==> src/rtl/secuenciador_chocorrol.sv <==
// Instruction sequencer for the chocorrol datapath.
// Host loads up to PROF words into a retained program buffer, then pulses
// i_inicio; each word is presented on o_instruccion for LAT cycles, with
// o_inst_valida on the first cycle of each slot. All outputs are registered,
// so they trail the internal state by one cycle.
//
// state  | meaning
// REPOSO | idle, accepts start and buffer writes
// EMITIR | first cycle of an instruction slot, reads buf[pc]
// ESPERA | remaining LAT-1 cycles of the slot, word held
// FIN    | one-cycle end of program, raises terminado
module secuenciador_chocorrol #(
    parameter int ANCHO_INST = 20,
    parameter int PROF       = 16,
    parameter int LAT        = 2
) (
    input  logic                    i_clk,
    input  logic                    i_rst,
    input  logic                    i_carga_en,
    input  logic [$clog2(PROF)-1:0] i_carga_dir,
    input  logic [ANCHO_INST-1:0]   i_carga_dato,
    input  logic                    i_inicio,
    input  logic [$clog2(PROF):0]   i_num_inst,
    input  logic                    i_abortar,
    output logic [ANCHO_INST-1:0]   o_instruccion,
    output logic                    o_inst_valida,
    output logic [$clog2(PROF)-1:0] o_pc,
    output logic                    o_ocupado,
    output logic                    o_terminado,
    output logic                    o_error
);

    localparam int AW = $clog2(PROF);
    // Slot counter only has to reach LAT-2, so it never needs more than this.
    localparam int CW = (LAT > 2) ? $clog2(LAT - 1) : 1;
    localparam logic [AW:0]   PROF_L  = (AW + 1)'(PROF);
    localparam logic [AW:0]   UNO_LEN = (AW + 1)'(1);
    localparam logic [AW-1:0] UNO_PC  = AW'(1);
    localparam logic [CW-1:0] UNO_CNT = CW'(1);
    localparam logic [CW-1:0] CNT_ULT = CW'((LAT > 1) ? (LAT - 2) : 0);

    typedef enum logic [1:0] {
        REPOSO = 2'd0,
        EMITIR = 2'd1,
        ESPERA = 2'd2,
        FIN    = 2'd3
    } estado_t;

    estado_t r_estado;
    estado_t w_estado_sig;

    logic [ANCHO_INST-1:0] r_buf [PROF];

    logic [AW-1:0] r_pc;
    logic [AW-1:0] w_pc_sig;
    logic [AW:0]   r_len;
    logic [AW:0]   w_len_sig;
    logic [AW:0]   w_len_sat;
    logic [CW-1:0] r_cnt;
    logic [CW-1:0] w_cnt_sig;
    logic          r_aborto;
    logic          w_aborto_sig;

    logic [ANCHO_INST-1:0] r_instruccion;
    logic [ANCHO_INST-1:0] w_instruccion_sig;
    logic                  r_inst_valida;
    logic                  w_inst_valida_sig;
    logic [AW-1:0]         r_pc_o;
    logic [AW-1:0]         w_pc_o_sig;
    logic                  r_ocupado;
    logic                  w_ocupado_sig;
    logic                  r_terminado;
    logic                  w_terminado_sig;
    logic                  r_error;
    logic                  w_error_sig;

    logic w_escritura_ok;
    logic w_fin_slot;
    logic w_ultimo;

    // Writes are gated by the visible busy flag so the host sees a consistent rule.
    assign w_escritura_ok = i_carga_en & ~r_ocupado;
    assign w_len_sat      = (i_num_inst > PROF_L) ? PROF_L : i_num_inst;
    assign w_fin_slot     = ((LAT == 1) && (r_estado == EMITIR)) ||
                            ((LAT > 1) && (r_estado == ESPERA) && (r_cnt == CNT_ULT));
    assign w_ultimo       = ({1'b0, r_pc} == (r_len - UNO_LEN));

    // Program buffer: no reset, contents survive a reset of the control logic.
    always_ff @(posedge i_clk) begin
        if (w_escritura_ok) begin
            r_buf[i_carga_dir] <= i_carga_dato;
        end
    end

    // Next-state, slot bookkeeping and next values of the registered outputs.
    always_comb begin
        w_estado_sig      = r_estado;
        w_pc_sig          = r_pc;
        w_len_sig         = r_len;
        w_cnt_sig         = r_cnt;
        w_aborto_sig      = r_aborto;
        w_instruccion_sig = '0;
        w_inst_valida_sig = 1'b0;
        w_pc_o_sig        = r_pc_o;
        w_ocupado_sig     = 1'b0;
        w_terminado_sig   = 1'b0;
        w_error_sig       = (i_carga_en & r_ocupado) | (i_inicio & (r_estado != REPOSO));

        case (r_estado)
            REPOSO: begin
                if (i_inicio) begin
                    w_len_sig    = w_len_sat;
                    w_pc_sig     = '0;
                    w_cnt_sig    = '0;
                    w_aborto_sig = 1'b0;
                    w_estado_sig = (w_len_sat == '0) ? FIN : EMITIR;
                end
            end
            EMITIR, ESPERA: begin
                w_ocupado_sig = 1'b1;
                w_pc_o_sig    = r_pc;
                if (r_estado == EMITIR) begin
                    w_instruccion_sig = r_buf[r_pc];
                    w_inst_valida_sig = 1'b1;
                end else begin
                    w_instruccion_sig = r_instruccion;
                end
                // An abort request is remembered but only acted on at slot end.
                w_aborto_sig = r_aborto | i_abortar;
                if (w_fin_slot) begin
                    w_cnt_sig    = '0;
                    w_aborto_sig = 1'b0;
                    if (w_ultimo || r_aborto || i_abortar) begin
                        w_estado_sig = FIN;
                    end else begin
                        w_pc_sig     = r_pc + UNO_PC;
                        w_estado_sig = EMITIR;
                    end
                end else if (r_estado == EMITIR) begin
                    w_cnt_sig    = '0;
                    w_estado_sig = ESPERA;
                end else begin
                    w_cnt_sig = r_cnt + UNO_CNT;
                end
            end
            FIN: begin
                w_terminado_sig = 1'b1;
                w_pc_o_sig      = r_pc;
                w_estado_sig    = REPOSO;
            end
            default: begin
                w_estado_sig = REPOSO;
            end
        endcase
    end

    // State, sequencing registers and output registers.
    always_ff @(posedge i_clk or posedge i_rst) begin
        if (i_rst) begin
            r_estado      <= REPOSO;
            r_pc          <= '0;
            r_len         <= '0;
            r_cnt         <= '0;
            r_aborto      <= 1'b0;
            r_instruccion <= '0;
            r_inst_valida <= 1'b0;
            r_pc_o        <= '0;
            r_ocupado     <= 1'b0;
            r_terminado   <= 1'b0;
            r_error       <= 1'b0;
        end else begin
            r_estado      <= w_estado_sig;
            r_pc          <= w_pc_sig;
            r_len         <= w_len_sig;
            r_cnt         <= w_cnt_sig;
            r_aborto      <= w_aborto_sig;
            r_instruccion <= w_instruccion_sig;
            r_inst_valida <= w_inst_valida_sig;
            r_pc_o        <= w_pc_o_sig;
            r_ocupado     <= w_ocupado_sig;
            r_terminado   <= w_terminado_sig;
            r_error       <= w_error_sig;
        end
    end

    assign o_instruccion = r_instruccion;
    assign o_inst_valida = r_inst_valida;
    assign o_pc          = r_pc_o;
    assign o_ocupado     = r_ocupado;
    assign o_terminado   = r_terminado;
    assign o_error       = r_error;

endmodule

==> config.mk <==
export PLATFORM = sky130hd
export DESIGN_NAME = secuenciador_chocorrol
export DESIGN_NICKNAME = d
export VERILOG_FILES = /design/src/rtl/secuenciador_chocorrol.sv
export SDC_FILE = /design/constraint.sdc
export NUM_CORES = 1
export LEC_CHECK = 0
export CORE_MARGIN = 5
export CORE_UTILIZATION = 35
export DETAILED_ROUTE_END_ITERATION = 8
export PLACE_DENSITY = 0.61
export SYNTH_ARGS = -nofsm -noshare
export SYNTH_HDL_FRONTEND = slang
export SYNTH_SLANG_ARGS = --single-unit
==> constraint.sdc <==
create_clock -name i_clk -period 3.6 [get_ports i_clk]
set_input_delay 1.08 -clock i_clk [delete_from_list [all_inputs] [get_ports i_clk]]
set_output_delay 1.08 -clock i_clk [all_outputs]
set_load 0.05 [all_outputs]
; Yosys cells after proc, flatten, opt, wreduce, memory -nomap -nowiden
; Memories as Yosys holds them, arrays and structs flattened.
; Index checks and enable logic that the tools add are counted.
[totals]
reg_bits = 41
ramBits = 320
input_bits = 34
mem_count = 1
[memory_table]
columns = name, depth, word_bits, read_ports, rd_clocked_by_memory_dff, write_ports, line_no
row1 = r_buf, 16, 20, 1, 0, 1, 52  ; logic [ANCHO_INST-1:0] r_buf [PROF];
[classes]
addsub = 3
n_lt_le_gt_ge = 1
eq_ne = 9
mux = 25
n_bitwise = 7
reduce_logical = 13
[op_table]
columns = operator, count
row1 = 20-bit 2-to-1 mux, 2
row2 = 4-bit 2-to-1 mux, 3
row3 = 1-bit 2-to-1 mux, 10
row4 = 2-bit 2-to-1 mux, 5
row5 = "2-bit inequality test, second input constant", 4
row6 = 4-bit one-hot mux with 2 select lines, 1
row7 = 2-bit one-hot mux with 3 select lines, 1
row8 = 2-bit AND reduction, 3
row9 = 4-bit by 5-bit == test with 1-bit output, 1
row10 = "5-bit greater-than comparator, second input constant", 1
row11 = 5-bit zero test, 1
row12 = 5-bit 2-to-1 mux, 1
row13 = "5-bit by 1-bit subtractor with 5-bit output, second input constant", 1
row14 = "4-bit by 1-bit adder with 4-bit output, second input constant", 1
row15 = "2-bit == test, second input constant", 2
row16 = 1-bit one-hot mux with 2 select lines, 2
row17 = 4-bit AND reduction, 1
row18 = 2-bit nonzero test, 2
row19 = 1-bit AND, 3
row20 = "3-bit inequality test, second input constant", 1
row21 = 3-bit OR reduction, 1
row22 = "2-bit by 1-bit == test with 1-bit output, second input constant", 1
row23 = 2-bit zero test, 1
row24 = 1-bit logical OR, 2
row25 = 5 further kinds, 7

; Longest topological paths before layout
[depth]
word_depth = 7
ltp_mapped = 8
depth_no_buf = 7

; Worst setup path before layout
; Ideal clock, no wire load.
[synth_timing]
path_type = input -> register
start = in i_carga_en
end = mem r_buf[4][0], enable pin
setup_time_ns = 0.422
arrival_ns = 3.036
t_required_ns = 3.178
path_slack_ns = 0.141
stages = 3
path_cell_list = nand2b_1 > or3b_2 > nor3_1
[synth_between]
elab_chain_len = 3
[synth_rtl]
columns = element, line_no
row1 = "start, declared", 19  ; input logic i_carga_en,
row2 = 1-bit AND, 82  ; assign w_escritura_ok = i_carga_en & ~r_ocupado;
row3 = 1-bit 2-to-1 mux, 90  ; if (w_escritura_ok) begin
row4 = 1-bit 2-to-1 mux (implied by the code), 91  ; r_buf[i_carga_dir] <= i_carga_dato;
row5 = "end, declared", 52
; Every way passes these cells.

; Worst setup path after layout
[layout_timing]
start = reg r_instruccion[18], in the netlist o_instruccion[18]
end = out o_instruccion[18]
[layout_rtl]
columns = element, line_no
row1 = "start, declared", 64  ; logic [ANCHO_INST-1:0] r_instruccion;
row2 = "start signal, assigned", 177  ; r_instruccion <= w_instruccion_sig;
row3 = "end, declared", 25  ; output logic [ANCHO_INST-1:0] o_instruccion,
; No word-level cell between the ends.

==> key figures <==
Status
  – Run status: finished, final reports clean

Logic synthesis
  – Most used flip-flop cell after synthesis: edfxtp_1
  – Count of flip-flops with a built-in enable after synthesis: between 300 and 400
  – Cell types with the largest area share after synthesis: edfxtp_1 69%, mux4_2 13%, dfrtp_1 7.3%
  – Post-synth ARST share: approximately 11%
  – Yosys warns: 0
  – Sequential share of the synthesized area: 76.0%
  – Net count of the mapped netlist: 707
  – Portion of synthesized cell area occupied by the leading cell type: 68.7%
  – Commonest cells in the netlist: 320 x edfxtp_1, 80 x mux4_2, 43 x mux2i_1
  – Yosys cell types: 39
  – Cell accounting for the most synthesized area: edfxtp_1
  – Number of instances in the synthesized netlist: approximately 670
  – Average footprint of a synthesized cell: 21.0 µm²
  – Top-count cell post-synth: edfxtp_1
  – Post-synth design cell area: around 14000 µm²
  – Flip-flop and latch count after synthesis: between 300 and 400

Routing
  – Top routing layer used: met4
  – Mean routed wirelength per cell: approximately 22 µm
  – Vias: roughly 6.6k
  – Number of detailed-routing iterations run before antenna repair: 5
  – Sum of met2 wire segment lengths after detailed routing: between 10 and 15 mm
  – Detailed Route Iter0 Violations: between 500 and 600
  – Number of nets still failing antenna checks after routing: 0
  – Final WL: between 20 and 30 mm
  – Routed metal-1 wirelength: around 13 mm
  – Post-route DRC violation count: 0
  – Routed wire length on met3: 1.43 mm
  – DR vias/cell: around 5

Die
  – Die height: 210 µm
  – Number of placed I/O pins: 62
  – Placeable core region: around 40000 µm²
  – Die Width: ~210 µm
  – Placement Rows: 73
  – Overall die area: between 40000 and 50000 µm²
  – Starting utilization of the core area: 35.3%

STA
  – Share of the clock period used by the worst path after layout: 79.6%
  – Worst Setup Slack, final: between 0.7 and 0.8 ns
  – Slew at the pin closest to its max-slew limit: between 1 and 1.5 ns
  – Aggregate negative setup slack: 0 ns
  – Setup repair after global routing missed its margin: no
  – Number of pins exceeding their max-slew limit in the final report: 0
  – Hold Violations, Final: 0
  – Normalized max-slew margin: a little over a fifth
  – Final setup viols: 0
  – Max Clock Skew: around 0.017 ns
  – Min Hold Slack: between 0.5 and 0.6 ns
  – Highest achievable clock rate: 0.349 GHz
  – Clock period minus final worst setup slack: around 2.9 ns

Placed design
  – Weighted congestion reported at the end of routability-driven placement: ~0.77
  – Count of buffers from port buffering: 61
  – Detailed Place HPWL: 17.8 mm
  – Placed inst area: between 15000 and 20000 µm²
  – Setup WS pre-CTS: around 0.54 ns

Setup path
  – Type of element capturing the critical path: output pin
  – CP max-delay cell: clkdlybuf4s50_1
  – Worst Path Max Fanout: 2
  – R2r setup slk: 1.16 ns
  – Cell class contributing the biggest share of worst-path delay: buffers and inverters
  – Longest individual stage delay on the worst path: roughly 0.84 ns
  – CP cell instances: clkdlybuf4s50_1
  – Kind of launch point of the worst setup path: register
  – Crit Path Category: register to output pin
  – Arrival time at the worst endpoint: between 1.5 and 2 ns
  – Required time at the endpoint of the critical path: 2.52 ns
  – Buf+Inv Stages, Crit Path: 1

Power
  – Power density over the cells: between 700 and 800 nW/µm²
  – Standby leakage power: about 0.0053 µW
  – Largest vdd supply drop: 0.344 mV

Final layout
  – Cell area after layout: 16600 µm²
  – Area Overhead vs Synth: 18.7%
  – Share of layout cells above drive strength 1: between 20% and 30%
  – Number of inserted filler cells in the final layout: about 3.5k
  – Sequential standard cell area: approximately 11000 µm²
  – Total area of multi-input combinational cells: between 3000 and 4000 µm²
  – Number of antenna diodes: 0
  – NumNets Final: between 800 and 900

GRT
  – Total overflow reported by the global router: 0
  – Number of antenna violations at the first check in global routing: 0
  – Wire length of the first global-routing pass: 44.7 mm
  – Largest net degree at the start of global routing: 55
  – Vias in the first global route: ~6.9k
  – Total routing resource utilization after global routing: 13.4%

Clock network
  – Post-CTS repair timing setup buffer count: 0
  – Clk slew on worst S/H paths: roughly 0.06 ns
  – Number of gates given a new drive strength after cts: 0
  – Total CTS buffers: 38
  – Post-CTS Hold Buffers: 0
  – Clock root cell: clkbuf_16
  – Maximum number of buffers from clock root to sink: 3
  – H-tree levels: 2
  – Total clock sinks: 361
  – Clock latency reported for the late side of the worst-skew pair: between 0.5 and 0.6 ns
  – TritonCTS clock tree: yes

Hold path
  – Hold Crit Class: register to register

Flow run
  – Max-capacitance violation count: 0
worst paths after layout:
path | end | start | cells after the start
worst min register to register | o_instruccion[14] | o_instruccion[14] | 2
min in group asynchronous | r_len[2] | i_rst | 2
worst max register to register | o_instruccion[9] | r_estado[0] | 5
max in group asynchronous | o_instruccion[11] | i_rst | 3
worst max-delay path | o_instruccion[18] | o_instruccion[18] | 1
worst min-delay path | o_instruccion[14] | o_instruccion[14] | 2
report_power, final:
group	internal, µW	leakage, µW	total [µW]	switching [µW]
logic	1380	0.00124	3190	1810
registers	4830	0.00341	5090	258
clock network	2350	0.000617	3880	1530
state kept, by name (all words and copies together), names as in the netlist:
register / flops
o_error: 1
o_inst_valida: 1
o_instruccion: 20
o_ocupado: 1
o_pc: 4
o_terminado: 1
r_aborto: 1
r_buf: 320
r_cnt: 1
r_estado: 2
r_len: 5
r_pc: 4
logic make-up (layout without fill, tap and decap cells):
| group | after synthesis | after routing | synth area share [%] |
|---|---|---|---|
| DFF | 361 | 361 | 76.0 |
| muxes | 129 | 129 | 16.4 |
| and+or+nand+nor | 89 | 89 | 3.05 |
| buffers and inverters | 39 | 163 | 1.48 |
| AOI/OAI and AO/OA | 36 | 36 | 1.97 |
| adders and majority gates | 7 | 7 | 0.626 |
| xor gates and xnor gates | 5 | 5 | 0.420 |
layer usage:
layer  vias up  GRT usage (%)
li1       2924              -
met1      3481           18.3
met2       181           22.2
met3        39           2.54
met4         0           3.78
met5         -              0
per-stage QoR:
stage / cells / utilization [%] / power, µW
finish: 1315 / 41.9 / 12200
global route: 1315 / 41.9 / 12700
detailed placement: 1247 / 38.8 / 8430
global placement: 1247 / 38.8 / 8390
floorplan: 666 / - / 7410
CTS: 1315 / 41.9 / 12300
layout make-up:
type	instances	share of cell area, %
Clock buffer	48	6.08
Clock inverter	20	1.39
Inverter	7	0.158
Multi-Input combinational cell	266	19.3
Sequential cell	361	64.1
Tap cell	525	3.96
Timing Repair Buffer	88	5.05
placed cells by master, fill, tap and decap left out, types with 2 or more instances in the layout:
master,Yosys,final
clkbuf_1,15,9
ha_1,7,7
nand3_1,3,3
clkdlybuf4s50_1,0,61
buf_12,0,2
a21oi_1,2,2
mux2i_1,43,43
buf_4,1,25
nor2_2,0,12
o221ai_1,20,20
nand2b_1,8,8
mux2_2,6,6
bufinv_16,0,5
nor2_1,18,6
clkbuf_16,0,39
clkinv_2,0,11
o21ai_0,8,8
edfxtp_1,320,320
or3_1,3,3
inv_1,7,6
nand2_1,40,40
nand3b_1,2,2
xor2_1,2,2
dfrtp_4,0,2
nor3_2,0,4
dfrtp_1,41,38
nor3_1,6,2
nor4_1,2,2
xnor2_1,2,2
mux4_2,80,80
clkinv_1,0,2
Note: power is estimated with default switching activity, not from simulation.
